File: config.mk
export PLATFORM = sky130hd
export DESIGN_NAME = rs232
export DESIGN_NICKNAME = d
export VERILOG_FILES = /design/src/rtl/rs232.sv
export SDC_FILE = /design/constraint.sdc
export NUM_CORES = 1
export LEC_CHECK = 0
export ABC_AREA = 0
export CORE_MARGIN = 5
export CORE_UTILIZATION = 45
export DETAILED_ROUTE_END_ITERATION = 10
export DONT_BUFFER_PORTS = 1
export GPL_TIMING_DRIVEN = 0
export HOLD_SLACK_MARGIN = 0.06
export PLACE_DENSITY = 0.65
export RECOVER_POWER = 25
export SYNTH_ARGS = -nofsm -noshare
export SYNTH_HDL_FRONTEND = slang
export SYNTH_SLANG_ARGS = --single-unit
File: constraint.sdc
create_clock -name clk -period 2.12 [get_ports clk]
set_input_delay 0.212 -clock clk [delete_from_list [all_inputs] [get_ports clk]]
set_output_delay 0.212 -clock clk [all_outputs]
set_load 0.01 [all_outputs]
File: src/rtl/rs232.sv
// Switch-to-LED UART link: transmits the synchronized switch byte whenever it
// changes and shows every correctly framed received byte on the LEDs (8N1, LSB first).
module rs232 #(
   parameter int CLK_FREQ  = 50000000,
   parameter int BAUD_RATE = 9600
) (
   input  logic       clk,
   input  logic       reset,
   input  logic [7:0] switches,
   input  logic       rx,
   output logic       tx,
   output logic [7:0] leds
);

   localparam int CLKS_PER_BIT = CLK_FREQ / BAUD_RATE;
   localparam int CNT_W        = (CLKS_PER_BIT > 1) ? $clog2(CLKS_PER_BIT) : 1;
   localparam logic [CNT_W-1:0] BIT_LAST  = CNT_W'(CLKS_PER_BIT - 1);
   localparam logic [CNT_W-1:0] HALF_LAST = CNT_W'(CLKS_PER_BIT / 2 - 1);

   typedef enum logic [1:0] {
      ST_IDLE,
      ST_START,
      ST_DATA,
      ST_STOP
   } state_t;

   // Two-flop synchronizers, loaded with idle levels on reset.
   logic [7:0] sw_s1_q, sw_s2_q;
   logic       rx_s1_q, rx_s2_q;

   always_ff @(posedge clk) begin
      if (reset) begin
         sw_s1_q <= 8'h00;
         sw_s2_q <= 8'h00;
         rx_s1_q <= 1'b1;
         rx_s2_q <= 1'b1;
      end else begin
         sw_s1_q <= switches;
         sw_s2_q <= sw_s1_q;
         rx_s1_q <= rx;
         rx_s2_q <= rx_s1_q;
      end
   end

   // ------------------------------------------------------------------ TX
   state_t           tx_state_q;
   logic [CNT_W-1:0] tx_cnt_q, tx_cnt_d;
   logic [2:0]       tx_bit_q, tx_bit_d;
   logic [7:0]       tx_shift_q;
   logic [7:0]       last_sent_q;
   logic             tx_q;
   logic             tx_bit_end;
   logic             tx_change;

   always_comb begin
      tx_cnt_d   = tx_cnt_q + CNT_W'(1);
      tx_bit_d   = tx_bit_q + 3'd1;
      tx_bit_end = (tx_cnt_q == BIT_LAST);
      tx_change  = (sw_s2_q != last_sent_q);
   end

   always_ff @(posedge clk) begin
      if (reset) begin
         tx_state_q  <= ST_IDLE;
         tx_cnt_q    <= '0;
         tx_bit_q    <= 3'd0;
         tx_shift_q  <= 8'h00;
         last_sent_q <= 8'h00;
         tx_q        <= 1'b1;
      end else begin
         case (tx_state_q)
            ST_IDLE: begin
               tx_q <= 1'b1;
               if (tx_change) begin
                  tx_shift_q  <= sw_s2_q;
                  last_sent_q <= sw_s2_q;
                  tx_cnt_q    <= '0;
                  tx_bit_q    <= 3'd0;
                  tx_q        <= 1'b0;
                  tx_state_q  <= ST_START;
               end
            end
            ST_START: begin
               if (tx_bit_end) begin
                  tx_cnt_q   <= '0;
                  tx_q       <= tx_shift_q[0];
                  tx_state_q <= ST_DATA;
               end else begin
                  tx_cnt_q <= tx_cnt_d;
               end
            end
            ST_DATA: begin
               if (tx_bit_end) begin
                  tx_cnt_q <= '0;
                  if (tx_bit_q == 3'd7) begin
                     tx_q       <= 1'b1;
                     tx_state_q <= ST_STOP;
                  end else begin
                     tx_bit_q <= tx_bit_d;
                     tx_q     <= tx_shift_q[tx_bit_d];
                  end
               end else begin
                  tx_cnt_q <= tx_cnt_d;
               end
            end
            ST_STOP: begin
               if (tx_bit_end) begin
                  tx_cnt_q <= '0;
                  // A pending change starts the next frame with no idle gap.
                  if (tx_change) begin
                     tx_shift_q  <= sw_s2_q;
                     last_sent_q <= sw_s2_q;
                     tx_bit_q    <= 3'd0;
                     tx_q        <= 1'b0;
                     tx_state_q  <= ST_START;
                  end else begin
                     tx_q       <= 1'b1;
                     tx_state_q <= ST_IDLE;
                  end
               end else begin
                  tx_cnt_q <= tx_cnt_d;
               end
            end
            default: begin
               tx_q       <= 1'b1;
               tx_state_q <= ST_IDLE;
            end
         endcase
      end
   end

   assign tx = tx_q;

   // ------------------------------------------------------------------ RX
   state_t           rx_state_q;
   logic [CNT_W-1:0] rx_cnt_q, rx_cnt_d;
   logic [2:0]       rx_bit_q, rx_bit_d;
   logic [7:0]       rx_shift_q;
   logic             rx_armed_q;
   logic [7:0]       leds_q;
   logic             rx_bit_end;
   logic             rx_half_end;

   always_comb begin
      rx_cnt_d    = rx_cnt_q + CNT_W'(1);
      rx_bit_d    = rx_bit_q + 3'd1;
      rx_bit_end  = (rx_cnt_q == BIT_LAST);
      rx_half_end = (rx_cnt_q == HALF_LAST);
   end

   always_ff @(posedge clk) begin
      if (reset) begin
         rx_state_q <= ST_IDLE;
         rx_cnt_q   <= '0;
         rx_bit_q   <= 3'd0;
         rx_shift_q <= 8'h00;
         rx_armed_q <= 1'b1;
         leds_q     <= 8'h00;
      end else begin
         case (rx_state_q)
            ST_IDLE: begin
               rx_cnt_q <= '0;
               // After a framing error the line must return high before re-arming.
               if (!rx_armed_q) begin
                  if (rx_s2_q) rx_armed_q <= 1'b1;
               end else if (!rx_s2_q) begin
                  rx_state_q <= ST_START;
               end
            end
            ST_START: begin
               if (rx_half_end) begin
                  rx_cnt_q <= '0;
                  if (rx_s2_q) begin
                     rx_state_q <= ST_IDLE;
                  end else begin
                     rx_bit_q   <= 3'd0;
                     rx_state_q <= ST_DATA;
                  end
               end else begin
                  rx_cnt_q <= rx_cnt_d;
               end
            end
            ST_DATA: begin
               if (rx_bit_end) begin
                  rx_cnt_q   <= '0;
                  rx_shift_q <= {rx_s2_q, rx_shift_q[7:1]};
                  if (rx_bit_q == 3'd7) begin
                     rx_state_q <= ST_STOP;
                  end else begin
                     rx_bit_q <= rx_bit_d;
                  end
               end else begin
                  rx_cnt_q <= rx_cnt_d;
               end
            end
            ST_STOP: begin
               if (rx_bit_end) begin
                  rx_cnt_q   <= '0;
                  rx_state_q <= ST_IDLE;
                  if (rx_s2_q) begin
                     leds_q <= rx_shift_q;
                  end else begin
                     rx_armed_q <= 1'b0;
                  end
               end else begin
                  rx_cnt_q <= rx_cnt_d;
               end
            end
            default: begin
               rx_state_q <= ST_IDLE;
            end
         endcase
      end
   end

   assign leds = leds_q;

endmodule

== Word level (Yosys, flattened, before mapping) ==
Index checks and enable logic that the tools add are counted.
Operators by class
  shift operators: 0
  muxes and demuxes: 50
  divide/modulo/power cells: 0
  equal/unequal tests: 27
  reductions and logical operators: 17
  multiply operators: 0
  add/subtract/negate cells: 4
  order comparisons: 1
  bitwise operators: 0
Operators by type and width (number)
  $mux W13: 4
  $pmux W13 S3: 1
  $mux W8: 4
  $pmux W8 S2: 2
  $ne A2 B2 Y1 const B: 15
  $add A13 B1 Y13 const B: 2
  $eq A13 B13 Y1 const B: 2
  $pmux W13 S2: 1
  $mux W2: 12
  $mux W3: 8
  $pmux W2 S4: 2
  $eq A13 B12 Y1 const B: 1
  $mux W1: 11
  $reduce_and A5 Y1: 2
  $pmux W3 S3: 1
  $reduce_and A3 Y1: 3
  $eq A2 B2 Y1 const B: 4
  $ne A8 B8 Y1: 1
  $add A3 B1 Y3 const B: 2
  $eq A3 B3 Y1 const B: 2
  $pmux W3 S2: 1
  $reduce_and A6 Y1: 1
  $reduce_bool A2 Y1: 3
  $eq A2 B1 Y1 const B: 2
  10 further kinds: 12
Word-level totals
  logic and storage cells: 115
  bits in latches: 0
  bits of input ports: 11
  ROM bits: 0
  memories kept: 0
  flip-flop bits (word level): 88
  output and inout bits: 9
  memory bits (writable): 0

== Logic depth before layout (Yosys ltp) ==
Gate-level depths: netlist (run 1).
  word-level depth: 6
  gate-level depth with buffers: 8
  mapped depth without buffers: 7

== Worst setup path after synthesis (run 1) ==
Ideal clock, no wire load.
  path kind: register to register
  from: register rx_cnt_q[0]
  to: register leds_q[0] (netlist: leds[0])
  path buffers: 1
  path slack: 0.113 ns
  setup time: 0.128 ns
  data arrival time: 1.879 ns
  cell stages (with the launch flop): 8
  required time: 1.992 ns
  clock period less this slack: 2.007 ns
  cell sequence: dfxtp_1 -> ha_1 -> nor4bb_1 -> and3_1 -> clkbuf_1 -> nand4_1 -> mux2i_1 -> nor2_1
On the way
  cells in the longest elaborated chain, start to end: 2
Ends and longest elaborated chain
  from (decl): line 136  | logic [CNT_W-1:0] rx_cnt_q, rx_cnt_d;
  from (signal assigned): line 180  | rx_cnt_q <= rx_cnt_d;
  from (signal assigned): line 193  | rx_cnt_q <= rx_cnt_d;
  from (signal assigned): line 206  | rx_cnt_q <= rx_cnt_d;
  $eq A13 B13 Y1: line 147  | rx_bit_end = (rx_cnt_q == BIT_LAST);
  $reduce_and A3 Y1 (no source line)
  to (signal assigned): line 201  | leds_q <= rx_shift_q;
  to (decl): line 140  | logic [7:0] leds_q;
No other way between the ends.
A chain may end at the register's enable or synchronous reset.

== Final worst setup path (run 1) ==
  from: register tx_cnt_q[9]
  to: register tx_state_q[1]
On the way
  cells in the longest elaborated chain, start to end: 3
  elaborated cells on any way between the ends: 5
  those cells by class: eq/ne (4); reduce/logical (1)
Ends and longest elaborated chain
  from (decl): line 47  | logic [CNT_W-1:0] tx_cnt_q, tx_cnt_d;
  from (signal assigned): line 89  | tx_cnt_q <= tx_cnt_d;
  from (signal assigned): line 103  | tx_cnt_q <= tx_cnt_d;
  from (signal assigned): line 121  | tx_cnt_q <= tx_cnt_d;
  $eq A13 B13 Y1 (*): line 58  | tx_bit_end = (tx_cnt_q == BIT_LAST);
  $ne A2 B2 Y1 (no source line)
  $reduce_and A5 Y1 (no source line) (*)
  to (signal assigned): line 64  | tx_state_q <= ST_IDLE;
  to (signal assigned): line 80  | tx_state_q <= ST_START;
  to (signal assigned): line 87  | tx_state_q <= ST_DATA;
  to (decl): line 46  | state_t tx_state_q;
Every way passes the cells marked *; elsewhere a longest branch is shown, timed or not.

==> metrics, run 1 <==
synthesized cell area=3600 µm²; CTS tree=done; vias per cell=5.35; CP endpoint kind=flip-flop; register area share after synthesis=44.4%; status=complete, no violations; Top-Level Pins=20; DP HPWL=4820 µm; number of flops mapped to enable cells by yosys=0; Final Hold Fails=0; DIE AREA=9900 µm²; pwr dens=905 nW/µm²; Finish-stage setup viols=0; Worst EP required=2330 ps; Clock Path Buffers=2; Max-Cap Viols=0; # clock sinks=80; Vias=2793; Net count, final=437; R2R Setup Slk=60 ps; Avg Inst Size Synth=9.17 µm²; die boundary height=99.5 µm; RSZ-0062 raised after global routing=no; worst slew pin tran=656 ps; fin crit share=97.2%; largest net degree at the start of global routing=14; GR Util met2=23.9%; Final ANT Viol Nets=0; Remaining Overflow, GRT=0; final wirelength=6920 µm; Clk Latency, worst-skew pair=340 ps; crit path DAT=2270 ps; CP startpoint kind=flip-flop; Max Fclk=485 MHz; YS warnings=0; net count after synthesis=415; Synth Flop Type=dfxtp_1; Final Max Tran Viols=0; Synth cell types=55; GRT met1 Usage=19.0%; n_diodes=0; Finished Layout Cells=522; setup_tns=0 ps; gr busiest metal=met2; vias in the first global route=2622; CP Max Fanout=8; commonest non-fill, non-tap cell in the layout=dfxtp_1; wire length per cell=13.3 µm; overall routing resource usage=14.7%; VDD IR max=485 µV; GPL Wtd Cong=0.833; Core Region=7770 µm²; Syn-to-layout area delta=13.6%; first-pass GRT wire length=12000 µm; CTS buffer count=9; share of layout cells above drive strength 1=11.2%; Initial Utilization=46.4%; P_leak=1.54 nW; Die Wd=99.5 µm; number of remaining DRC errors=0; fin util=52.7%; row cnt=32; FF+latch count, synth=80; clock-pin slew on the worst setup and hold paths=80 ps; skew final=8.80 ps; most frequent cells in the layout=dfxtp_1, nor2_1, nand2_1; clk root buf=clkbuf_8; fin worst setup slack=59.4 ps; DRT iter0 DRCs=91; post-placement worst setup slack=-317 ps; Worst Setup Path Type=reg -> reg; H-tree depth=3; min cycle time layout=2060 ps; worst min path class=in -> reg; Detailed Routing Iterations Pass 1=4; Port Buffer Count=0; asr flop ratio synth=0%; Syn Inst Count=393; M3 GR Usage=3.79%; DP Cell Count=495; initial antenna violation count=0; worst rel slew slack=55.9%
power breakdown:
group	switching, W	internal (W)	total (W)
Clock	0.000534	0.000456	0.000990
Sequential	0.0000663	0.00158	0.00164
Combinational	0.000609	0.000463	0.00107
Total	0.00121	0.00249	0.00370
what timing repair did:
action	CTS	global route
pin swaps	1	1
endpoints found under the hold margin	9	0
resized for setup	2	17
buffers inserted	2	2
cloned	0	0
setup endpoints to repair	27	50
hold buffers	9	0
state kept, by name (all words and copies together) (netlist names), named ones only:
| name | cells |
|---|---|
| rx_s2_q | 1 |
| rx_s1_q | 1 |
| sw_s1_q | 8 |
| sw_s2_q | 8 |
| rx_shift_q | 8 |
| rx_bit_q | 3 |
| tx | 1 |
| tx_state_q | 2 |
| leds | 8 |
| rx_state_q | 1 |
| tx_cnt_q | 13 |
| tx_bit_q | 3 |
| rx_cnt_q | 13 |
| rx_armed_q | 1 |
| tx_shift_q | 8 |
cell families after synthesis:
kind of cell	share of synthesized area, %
AO/OA/AOI/OAI	11.9
XOR/XNOR	4.62
AND/OR/NAND/NOR	25.2
buffers and inverters	2.64
multiplexers	7.39
flip-flops	44.4
adder cells (fa/ha/maj)	3.82
cells in the mapped netlist (4+ instances only):
cell type   n  area [µm²]
a211oi_1    5        37.5
a21oi_1    22         110
a31oi_1     4        25.0
and2_1      4        25.0
and3_1      4        25.0
clkbuf_1   14        52.6
dfxtp_1    80        1600
ha_1       11         138
inv_1      10        37.5
mux2i_1    21         210
nand2_1    35         131
nand3_1    15        75.1
nor2_1     52         195
nor2b_1    20         125
nor4_1      4        25.0
o21ai_1     7        35.0
or3_1       5        31.3
xnor2_1     5        43.8
xor2_1     14         123
critical path: stages (launching register included):
cell     delay [ps]
dfxtp_1         400
or4b_4          540
o41a_1          450
a32oi_2         260
mux2i_1         240
nor2_1           50
cell type report:
cell class	count	area (µm²)
Inverter	10	37.5
Buffer	13	55.1
Clock buffer	11	141
Tap cell	102	128
Timing Repair Buffer	13	120
Multi-Input combinational cell	288	1980
Clock inverter	5	31.3
Fill cell	724	3670
Sequential cell	80	1600
stage by stage:
| stage | total power [W] | hold slack, ps | instance area [µm²] |
|---|---|---|---|
| after floorplan | 0.00243 | 316 | 3600 |
| after global placement | 0.00261 | 319 | 3730 |
| after detailed placement | 0.00263 | 319 | 3730 |
| after CTS | 0.00364 | 80.1 | 4010 |
| after global routing | 0.00394 | 89.4 | 4090 |
| final | 0.00370 | 111 | 4090 |
metal layers:
layer  wire length [µm]  up-vias
met4                 78        0
li1                   -     1432
met5                  0        -
met1               3260     1328
met3                182        7
met2               3400       26
worst paths after layout:
kind,from,end,depth (start not counted)
min reg2reg,rx_s1_q,rx_s2_q,1
max,tx_cnt_q[9],tx_state_q[1],5
max reg2reg,tx_cnt_q[9],tx_state_q[1],5
min,reset,rx_cnt_q[3],2
Note: power is estimated with default switching activity, not from simulation.
==> run 2: changes to the inputs <==
--- a/config.mk
+++ b/config.mk
@@ -12,8 +12,7 @@
 export DONT_BUFFER_PORTS = 1
 export GPL_TIMING_DRIVEN = 0
 export HOLD_SLACK_MARGIN = 0.06
-export PLACE_DENSITY = 0.65
-export RECOVER_POWER = 25
+export PLACE_DENSITY = 0.63
 export SYNTH_ARGS = -nofsm -noshare
 export SYNTH_HDL_FRONTEND = slang
 export SYNTH_SLANG_ARGS = --single-unit
==> constraint.sdc (replaced) <==
create_clock -name clk -period 2 [get_ports clk]
set_input_delay 0.2 -clock clk [delete_from_list [all_inputs] [get_ports clk]]
set_output_delay 0.2 -clock clk [all_outputs]
set_load 0.01 [all_outputs]
==> run 2 against run 1 <==
  * Non-clock buffer count up 6
  * Fmax up 3.9%
  * Register-to-register slack worse by 40 ps
  * Count of clock-buffer cells in the layout down 1
  * Highest routed layer unchanged
  * First-iteration DRC count up 40%
  * Largest power group unchanged
  * Wire length up 6.3%
  * Via count up 0.72%
  * Sequential cell count unchanged
  * Critical path depth up 2
  * Cell count up 1.1%
  * Power up 22%
==> metrics, run 2 (synthesis results as in run 1) <==
Clock Path Buffers=2; DP HPWL=4820 µm; Clk Latency, worst-skew pair=340 ps; DP Cell Count=495; Net count, final=443; # clock sinks=80; CTS buffer count=9; VDD IR max=530 µV; Remaining Overflow, GRT=0; GR Util met2=25.2%; initial antenna violation count=0; row cnt=32; largest net degree at the start of global routing=15; skew final=7.71 ps; Worst EP required=2230 ps; setup_tns=0 ps; GPL Wtd Cong=0.845; CP endpoint kind=flip-flop; CTS tree=done; H-tree depth=3; first-pass GRT wire length=12600 µm; final wirelength=7360 µm; most frequent cells in the layout=dfxtp_1, nor2_1, nand2_1; commonest non-fill, non-tap cell in the layout=dfxtp_1; CP startpoint kind=flip-flop; worst rel slew slack=61.7%; die boundary height=99.5 µm; Worst Setup Path Type=reg -> reg; GRT met1 Usage=20.1%; Finished Cell Area=4290 µm²; wire length per cell=13.9 µm; Finish-stage setup viols=0; DP Area=3730 µm²; pwr dens=1050 nW/µm²; Top-Level Pins=20; min cycle time layout=1980 ps; overall routing resource usage=15.4%; crit path DAT=2210 ps; Initial Utilization=46.4%; Finished Layout Cells=528; P_leak=1.61 nW; clk root buf=clkbuf_8; fin worst setup slack=16.8 ps; share of layout cells above drive strength 1=15.3%; DRT iter0 DRCs=127; worst slew pin tran=574 ps; DIE AREA=9900 µm²; n_diodes=0; post-placement worst setup slack=-423 ps; vias per cell=5.33; Vias=2813; status=complete, no violations; vias in the first global route=2680; Port Buffer Count=0; fin crit share=99.2%; Detailed Routing Iterations Pass 1=4; gr busiest metal=met2; Max Fclk=504 MHz; Final Hold Fails=0; CP Max Fanout=8; Largest regs=rx_cnt_q x13, tx_cnt_q x13; worst min path class=in -> reg; number of remaining DRC errors=0; Max-Cap Viols=0; worst hold slack=80.4 ps; Syn-to-layout area delta=18.9%; clock-pin slew on the worst setup and hold paths=80 ps; Die Wd=99.5 µm; Final Max Tran Viols=0; RSZ-0062 raised after global routing=yes; Final ANT Viol Nets=0; Core Region=7770 µm²; FILL cells=720; M3 GR Usage=2.59%
[run 2: cell count changes in the layout (fill, tap and decap cells not counted), moves of 2 or more]
cell and change:
a211oi_1 -2, buf_4 +5, dfxtp_1 -5, a211oi_2 +2, dfxtp_2 +3, clkinv_2 -3, bufinv_16 +3, dfxtp_4 +2
[run 2: final timing paths]
kind	start	to	cells past startpoint	slack, ps
min	reset	rx_cnt_q[12]	2	80
max	tx_cnt_q[0]	tx_shift_q[1]	7	20
max reg2reg	tx_cnt_q[0]	tx_shift_q[1]	7	20
min reg2reg	rx_s1_q	rx_s2_q	1	410
[run 2: through the flow]
step / utilization, % / power, W
after floorplan: - / 0.00258
after global placement: 48.1 / 0.00276
after detailed placement: 48.1 / 0.00278
after CTS: 53.1 / 0.00430
after global routing: 55.2 / 0.00477
final: 55.2 / 0.00451
[run 2: where the power goes]
part | total, W | switching (W) | internal, W
Clock | 0.00143 | 0.000594 | 0.000836
Combinational | 0.00133 | 0.000707 | 0.000620
Sequential | 0.00175 | 0.0000710 | 0.00168
[run 2: final cells by class]
cell class,instances,area (µm²),share of cell area [%]
multi-input combinational,288,2030,47.3
sequential,80,1620,37.7
timing repair buffer,19,178,4.15
clock buffer,10,128,2.98
tap,102,128,2.98
clock inverter,6,115,2.69
buffer,13,58.8,1.37
inverter,10,37.5,0.876
[run 2: critical path, stage by stage, from the launching register on]
cell and delay, ps:
dfxtp_1 380, ha_2 250, and4b_2 330, a41oi_1 240
a21oi_4 240, buf_12 160, mux2i_1 210, nor2_1 50
[run 2: what timing repair did]
item                                   4_1_cts  5_1_grt
gates resized for setup                     14       24
pin swaps                                    2        6
hold buffers                                 9        0
endpoints found under the hold margin        9        0
buffers inserted                             2        8
setup endpoints to repair                   45       53
[run 2: metal layers]
layer,wire [µm],vias up,part of all wire (%)
li1,-,1441,-
met1,3480,1313,47
met2,3550,48,48
met3,208,11,2.8
met4,123,0,1.7
met5,0,-,0
